===== config.mk =====
export PLATFORM = sky130hd
export DESIGN_NAME = seg_scan_ctrl
export DESIGN_NICKNAME = d
export VERILOG_FILES = /design/src/rtl/seg_scan_ctrl.sv
export SDC_FILE = /design/constraint.sdc
export NUM_CORES = 1
export LEC_CHECK = 0
export BUFFER_PORTS_ARGS = -buffer_cell sky130_fd_sc_hd__buf_2
export CAP_MARGIN = 20
export CORE_ASPECT_RATIO = 1.5
export CORE_MARGIN = 10
export CORE_UTILIZATION = 47
export DETAILED_ROUTE_END_ITERATION = 10
export PLACE_DENSITY = 0.66
export SKIP_LAST_GASP = 1
export SLEW_MARGIN = 20
export SYNTH_ARGS = -nofsm -noshare
export SYNTH_HDL_FRONTEND = slang
export SYNTH_SLANG_ARGS = --single-unit

===== constraint.sdc =====
create_clock -name clk -period 4 [get_ports clk]
set_input_delay 0.4 -clock clk [delete_from_list [all_inputs] [get_ports clk]]
set_output_delay 0.4 -clock clk [all_outputs]
set_load 0.01 [all_outputs]

===== src/rtl/seg_scan_ctrl.sv =====
// Time-multiplexed scan controller for an 8-digit common-anode 7-segment display.
// Holds a 32-bit word and swaps in newly captured words only at frame boundaries.
module seg_scan_ctrl #(
    parameter int SCAN_DIV = 100000,
    parameter int GUARD    = 16
) (
    input  logic        clk,
    input  logic        rst_n,
    input  logic [31:0] data_in,
    input  logic        load_req,
    output logic        load_ack,
    input  logic        lz_blank,
    input  logic [7:0]  dp_mask,
    output logic [3:0]  hex,
    output logic [7:0]  an,
    output logic        dp_n
);
    localparam int TW = (SCAN_DIV > 1) ? $clog2(SCAN_DIV) : 1;
    localparam logic [TW-1:0] TICK_MAX = TW'(SCAN_DIV - 1);
    localparam logic [TW-1:0] GUARD_T  = TW'(GUARD);

    // Bit i set when digit i (i > 0) and every digit above it hold zero.
    function automatic logic [7:0] blank_mask(input logic [31:0] word, input logic en);
        logic [7:0] m;
        logic       zero_above;
        m          = 8'h00;
        zero_above = 1'b1;
        for (int i = 7; i >= 1; i--) begin
            zero_above = zero_above && (word[4*i +: 4] == 4'h0);
            m[i]       = en && zero_above;
        end
        return m;
    endfunction

    logic [TW-1:0] r_tick;
    logic [2:0]    r_digit;
    logic [31:0]   r_active;
    logic [31:0]   r_shadow;
    logic          r_pending;
    logic          r_ack;
    logic [3:0]    r_hex;
    logic [7:0]    r_an;
    logic          r_dp_n;

    logic          w_tick_wrap;
    logic          w_frame_end;
    logic [TW-1:0] w_tick_nxt;
    logic [2:0]    w_digit_nxt;
    logic [31:0]   w_active_nxt;
    logic [31:0]   w_shadow_nxt;
    logic          w_pending_nxt;
    logic          w_ack_nxt;
    logic [7:0]    w_blank;
    logic          w_slot_blank;
    logic          w_guard;
    logic [3:0]    w_hex_nxt;
    logic [7:0]    w_an_nxt;
    logic          w_dp_n_nxt;

    // Scan counters and the load handshake; a request on frame_end bypasses the shadow.
    always_comb begin
        w_tick_wrap   = (r_tick == TICK_MAX);
        w_frame_end   = w_tick_wrap && (r_digit == 3'd7);
        w_active_nxt  = r_active;
        w_shadow_nxt  = r_shadow;
        w_pending_nxt = r_pending;
        w_ack_nxt     = 1'b0;
        if (w_tick_wrap) begin
            w_tick_nxt  = {TW{1'b0}};
            w_digit_nxt = r_digit + 3'd1;
        end else begin
            w_tick_nxt  = r_tick + TW'(1);
            w_digit_nxt = r_digit;
        end
        if (w_frame_end) begin
            if (load_req) begin
                w_active_nxt = data_in;
            end else if (r_pending) begin
                w_active_nxt = r_shadow;
            end else begin
                w_active_nxt = r_active;
            end
            w_pending_nxt = 1'b0;
            w_ack_nxt     = load_req | r_pending;
        end else if (load_req) begin
            w_shadow_nxt  = data_in;
            w_pending_nxt = 1'b1;
        end else begin
            w_shadow_nxt  = r_shadow;
            w_pending_nxt = r_pending;
        end
    end

    // Display outputs for the slot the counters are about to enter.
    always_comb begin
        w_blank      = blank_mask(w_active_nxt, lz_blank);
        w_slot_blank = w_blank[w_digit_nxt];
        w_guard      = (w_tick_nxt < GUARD_T);
        w_hex_nxt    = w_active_nxt[{w_digit_nxt, 2'b00} +: 4];
        if (w_guard || w_slot_blank) begin
            w_an_nxt   = 8'hFF;
            w_dp_n_nxt = 1'b1;
        end else begin
            w_an_nxt   = ~(8'h01 << w_digit_nxt);
            w_dp_n_nxt = ~dp_mask[w_digit_nxt];
        end
    end

    // State and registered outputs.
    always_ff @(posedge clk or negedge rst_n) begin
        if (!rst_n) begin
            r_tick    <= {TW{1'b0}};
            r_digit   <= 3'd0;
            r_active  <= 32'h0000_0000;
            r_shadow  <= 32'h0000_0000;
            r_pending <= 1'b0;
            r_ack     <= 1'b0;
            r_hex     <= 4'h0;
            r_an      <= 8'hFF;
            r_dp_n    <= 1'b1;
        end else begin
            r_tick    <= w_tick_nxt;
            r_digit   <= w_digit_nxt;
            r_active  <= w_active_nxt;
            r_shadow  <= w_shadow_nxt;
            r_pending <= w_pending_nxt;
            r_ack     <= w_ack_nxt;
            r_hex     <= w_hex_nxt;
            r_an      <= w_an_nxt;
            r_dp_n    <= w_dp_n_nxt;
        end
    end

    assign load_ack = r_ack;
    assign hex      = r_hex;
    assign an       = r_an;
    assign dp_n     = r_dp_n;
endmodule


==> flow_summary.json, run 1 <==
{
  "worst_slack_ns": 0.561,
  "synth-edff-count": 0,
  "finalSetupTns_ns": 0,
  "reg2reg_slack_ns": 0.56,
  "post-route-period-util": 0.860,
  "cts_hold_repair.buffers": 0,
  "ant_nets": 0,
  "rsz0062_at_grt": "false",
  "grt_pass1_vias": 4433,
  "ys_types": 70,
  "synth-simple-area-share": 0.172,
  "layout_common_cells": "90 x dfrtp_1, 56 x buf_2, 34 x nand2_1, 34 x mux2_2, 30 x nor2_1",
  "cts_tree": "built",
  "cts.path.max_buffers": 2,
  "grt_overflow": 0,
  "vias_per_cell": 6.27,
  "drt_pass1_iterations": 5,
  "start_kind": "register",
  "synth_top_family_by_area": "compound AO/OA/AOI/OAI gates",
  "gp_congestion": 0.883,
  "r2r_start": "r_tick[12]$_DFF_PN0_",
  "routedWlPerCell_um": 21.1,
  "leakage_nw": 2.49,
  "chipHeight_um": 148,
  "async_flop_share": 1.00,
  "nets": 581,
  "core_area_um2": 10600,
  "synth_cells": 485,
  "ios": 58,
  "worstSetupStartpoint": "r_tick[12]$_DFF_PN0_",
  "route.vias.total": 4283,
  "setup_violations": 0,
  "pwr_density_cell_nw_per_um2": 369,
  "yosys.area_share.adder": 0.00732,
  "drt_iter0_drc": 311,
  "r2r-end": "dp_n$_DFF_PN1_",
  "hold_viol_final": 0,
  "antenna_found_initial": 0,
  "grt_usage": 0.186,
  "place_hpwl_mm": 10.5,
  "dpl_worst_slack_ns": 0.650,
  "clock_latency_ns": 0.35,
  "fmax_mhz": 291,
  "min_path_type": "input pin to async pin",
  "synthFlopType": "dfrtp_1",
  "critical_path_class": "register to register",
  "arrival_ns": 3.70,
  "syn_nets": 532,
  "final.min_clock_period_ns": 3.44,
  "worst_ep_required_time_ns": 4.26,
  "drv_cap": 0,
  "cts_root_buffer": "clkbuf_16",
  "synth_top_area_frac": 0.439,
  "ys_ff_latch": 99,
  "cts.sinks": 99,
  "cts-htree-levels": 3,
  "cts_inserted_buffers": 9,
  "yosys-top-cells-area": "dfrtp_1 44%, mux2_2 7.5%, dfstp_2 4.6%",
  "area_growth_pct": 13.7,
  "synthXorXnorAreaFrac": 0.0307,
  "io_buffers": 57,
  "maxSlewViolCount": 0,
  "clk_pin_slew_ns": 0.07,
  "grt_pass1_wl_mm": 23.4,
  "worstRegToRegCells": 8,
  "grt_max_degree": 78,
  "fin_skew_ns": 0.00671,
  "die_width_um": 105,
  "mostFrequentLayoutCell": "dfrtp_1",
  "outcome": "complete, no violations",
  "cts_setup_buffers": 0,
  "yosysWarnings": 0,
  "num_antenna_cells": 0,
  "ys_seq_area_frac": 0.485,
  "drc": 0,
  "synth_area_um2": 5130,
  "timing.slew.headroom": 0.325,
  "routed_wl_mm": 14.4,
  "yosys-mux-area-fraction": 0.0947,
  "drive_gt1_frac": 0.273,
  "die-area_um2": 15600,
  "fp-row-count": 46,
  "critPathMaxFanout": 12,
  "peakVddDrop_mv": 0.227,
  "cts_resized": 0,
  "synth_compound_gate_area_share": 0.175,
  "endpoint_kind": "register",
  "syn_area_per_cell_um2": 10.6,
  "yosysTopAreaCell": "dfrtp_1",
  "initial_utilization": 0.482,
  "tightestPinTransition_ns": 1.01
}
==> how the worst max path moves through the flow <==
stage | slack (ns) | end
after floorplan | 1.11 | hex[1]$_DFF_PN0_
after global placement | 0.72 | an[1]$_DFF_PN1_
after detailed placement | 0.65 | an[3]$_DFF_PN1_
after CTS | 0.63 | an[3]$_DFF_PN1_
after global routing | 0.43 | dp_n$_DFF_PN1_
final | 0.56 | dp_n$_DFF_PN1_
==> synthesized netlist by cell type (8+ instances only) <==
cell       n
buf_2      9
nand3_1   19
xnor2_1   11
a221o_1    9
nor2_1    30
nand2_1   34
mux2i_1    8
dfstp_2    9
clkbuf_1  14
nand3b_1   9
mux2_2    34
nor3_1    12
dfrtp_1   90
o22ai_1   21
a21oi_1   21
o21ai_0   19
a22oi_1    9
==> flip-flops by register name, summed over array words and instances (netlist names) <==
name	cells
an	8
r_pending	1
dp_n	1
r_digit	3
hex	4
load_ack	1
r_shadow	32
r_tick	17
r_active	32
==> layout make-up <==
type	instances	area [um2]
Tap cell	144	180
Inverter	9	33.8
Clock inverter	4	48.8
Sequential cell	99	2490
Timing Repair Buffer	67	363
Clock buffer	12	256
Fill cell	957	4820
Multi-Input combinational cell	348	2460
==> routing by layer <==
metal  wire length [um]  global-route usage  vias to the layer above
met4                410              0.0833                        0
met1               5640               0.213                     2137
met2               7620               0.326                      177
met5                  0                   0                        -
li1                   -                   -                     1927
met3                758              0.0339                       42
==> critical path, cell delays in order (launching register included) <==
cell and delay [ns]:
dfrtp_1 0.43, or4b_4 0.60, or3_1 0.60, nor3_2 0.78, a221o_1 0.34, nor2_1 0.07
and4_1 0.22, o2111ai_2 0.15, nand3_1 0.15
==> kinds of logic (layout without fill, tap and decap cells) <==
group / Yosys count / after routing
simple gates: 156 / 156
compound gates: 128 / 128
flops: 99 / 99
mux: 43 / 43
buf+inv: 38 / 92
xor+xnor: 18 / 18
fa+ha+maj: 3 / 3
==> power breakdown <==
part	internal [W]	switching, W	leakage (nW)
registers	0.00105	0.0000309	1.21
clock network	0.000519	0.000385	0.153
logic	0.0000780	0.0000913	1.13
total	0.00165	0.000507	2.49
==> through the flow <==
stage	instances	total power, W	hold WS [ns]	utilization	instance area, um2
2_1_floorplan	485	0.00118	0.104	-	5130
3_3_place_gp	667	0.00126	0.485	0.519	5520
3_5_place_dp	667	0.00127	0.486	0.519	5520
4_1_cts	683	0.00216	0.262	0.547	5830
5_1_grt	683	0.00222	0.287	0.547	5830
6_report	683	0.00215	0.169	0.547	5830
(Power assumes the default switching activity.)
==> run 2, diff against run 1 <==
--- a/config.mk
+++ b/config.mk
@@ -7,7 +7,7 @@
 export LEC_CHECK = 0
 export BUFFER_PORTS_ARGS = -buffer_cell sky130_fd_sc_hd__buf_2
 export CAP_MARGIN = 20
-export CORE_ASPECT_RATIO = 1.5
+export CORE_ASPECT_RATIO = 1.2
 export CORE_MARGIN = 10
 export CORE_UTILIZATION = 47
 export DETAILED_ROUTE_END_ITERATION = 10
==> flow_summary.json, run 2 (synthesis results as in run 1) <==
{
  "finalSetupTns_ns": 0,
  "drt_pass1_iterations": 6,
  "gp_congestion": 0.891,
  "num_antenna_cells": 0,
  "fillerInstances": 935,
  "drc": 0,
  "die_width_um": 115,
  "cts.sinks": 99,
  "critPathMaxFanout": 10,
  "cts_setup_buffers": 0,
  "io_buffers": 57,
  "area_growth_pct": 13.3,
  "worst_ep_required_time_ns": 4.25,
  "nets": 583,
  "cts_resized": 0,
  "vias_per_cell": 6.26,
  "cts.path.max_buffers": 2,
  "cts-htree-levels": 3,
  "cpLargestDelayFamily": "simple AND/OR/NAND/NOR gates",
  "cts_tree": "built",
  "r2r_start": "r_tick[12]$_DFF_PN0_",
  "routedWlPerCell_um": 20.7,
  "max_stage_delay_ns": 0.62,
  "fp-row-count": 41,
  "wl_met2_mm": 6.70,
  "dpl_worst_slack_ns": 0.728,
  "arrival_ns": 3.55,
  "ios": 58,
  "worstSetupStartpoint": "r_tick[12]$_DFF_PN0_",
  "worst_slack_ns": 0.702,
  "endpoint_kind": "register",
  "drv_cap": 0,
  "drive_gt1_frac": 0.277,
  "post-route-period-util": 0.824,
  "min_path_type": "input pin to async pin",
  "fin_skew_ns": 0.00743,
  "peakVddDrop_mv": 0.195,
  "place_hpwl_mm": 10.1,
  "cts_inserted_buffers": 9,
  "ant_nets": 0,
  "grt_overflow": 0,
  "timing.critical_path.buf_inv": 1,
  "antenna_found_initial": 0,
  "final.min_clock_period_ns": 3.30,
  "grt_max_degree": 66,
  "clock_latency_ns": 0.34,
  "grt_pass1_vias": 4362,
  "reg2reg_slack_ns": 0.70,
  "outcome": "complete, no violations",
  "clk_pin_slew_ns": 0.07,
  "setup_violations": 0,
  "drt_iter0_drc": 412,
  "layout_common_cells": "90 x dfrtp_1, 56 x buf_2, 34 x nand2_1, 34 x mux2_2, 30 x nor2_1",
  "top_regs": "r_active: 32 flops, r_shadow: 32 flops, r_tick: 17 flops",
  "wl_met3_um": 963,
  "die-area_um2": 15500,
  "rsz0062_at_grt": "false",
  "path_cells": "or4b_4 -> or3_1 -> nor3_2 -> buf_4 -> a221o_1 -> nor2_1 -> and4_1 -> o2111ai_2 -> nand3_1",
  "route.vias.total": 4194,
  "start_kind": "register",
  "fmax_mhz": 303,
  "initial_utilization": 0.483,
  "critical_path_class": "register to register",
  "core_area_um2": 10600,
  "cp_slowest_cell": "or3_1",
  "pwr_density_cell_nw_per_um2": 358,
  "routed_wl_mm": 13.8,
  "leakage_nw": 2.48,
  "maxSlewViolCount": 0,
  "grt_pass1_wl_mm": 22.7,
  "chipHeight_um": 134,
  "r2r-end": "an[1]$_DFF_PN1_",
  "cp.depth": 9,
  "timing.slew.headroom": 0.292,
  "cts_hold_repair.buffers": 0,
  "cts_root_buffer": "clkbuf_16",
  "top_layer": "met4",
  "hold_viol_final": 0,
  "grt_usage": 0.182,
  "mostFrequentLayoutCell": "dfrtp_1",
  "worstRegToRegCells": 9,
  "tightestPinTransition_ns": 1.06,
  "wirelength_met1_mm": 5.83
}
[run 2: cell count changes in the layout (fill, tap and decap cells not counted)]
cell	delta
clkinvlp_4	+2
clkbuf_1	-1
clkinv_4	+1
clkinv_2	-1
bufinv_16	-1
buf_4	+2
[run 2: metrics by stage]
| step | total power [W] | instances | hold WS [ns] | instance area, um2 | util |
|---|---|---|---|---|---|
| 6_report | 0.00208 | 670 | 0.141 | 5810 | 0.547 |
| 5_1_grt | 0.00217 | 670 | 0.229 | 5810 | 0.547 |
| 4_1_cts | 0.00210 | 670 | 0.192 | 5810 | 0.547 |
| 3_5_place_dp | 0.00127 | 654 | 0.487 | 5520 | 0.520 |
| 3_3_place_gp | 0.00126 | 654 | 0.473 | 5520 | 0.520 |
| 2_1_floorplan | 0.00118 | 485 | 0.104 | 5130 | - |
[run 2: area by class of cell]
cell class,count,area (um2),area share
Sequential cell,99,2490,0.428
Multi-Input combinational cell,348,2460,0.423
Timing Repair Buffer,69,378,0.0650
Clock buffer,11,253,0.0435
Tap cell,129,161,0.0278
Clock inverter,5,37.5,0.00646
Inverter,9,33.8,0.00581
[run 2: how the worst max path moves through the flow]
| stage | slack [ns] | to |
|---|---|---|
| finish | 0.70 | an[1]$_DFF_PN1_ |
| global route | 0.58 | dp_n$_DFF_PN1_ |
| CTS | 0.74 | an[1]$_DFF_PN1_ |
| detailed placement | 0.73 | an[1]$_DFF_PN1_ |
| global placement | 0.80 | an[1]$_DFF_PN1_ |
| floorplan | 1.11 | hex[1]$_DFF_PN0_ |
[run 2: power by group]
part / leakage (nW) / switching, W / internal [W]
clock network: 0.138 / 0.000375 / 0.000457
registers: 1.21 / 0.0000302 / 0.00105
logic: 1.14 / 0.0000903 / 0.0000786
[run 2: routing by layer]
metal	up-vias	global-route usage
met5	-	0
met4	0	0.0663
met3	26	0.0433
met2	152	0.292
met1	2084	0.233
li1	1932	-
[run 2: worst reg2reg max path, stage by stage, from the launching register on]
cell       delay [ns]
dfrtp_1          0.43
or4b_4           0.60
or3_1            0.62
nor3_2           0.52
buf_4            0.27
a221o_1          0.23
nor2_1           0.06
and4_1           0.21
o2111ai_2        0.13
nand3_1          0.12
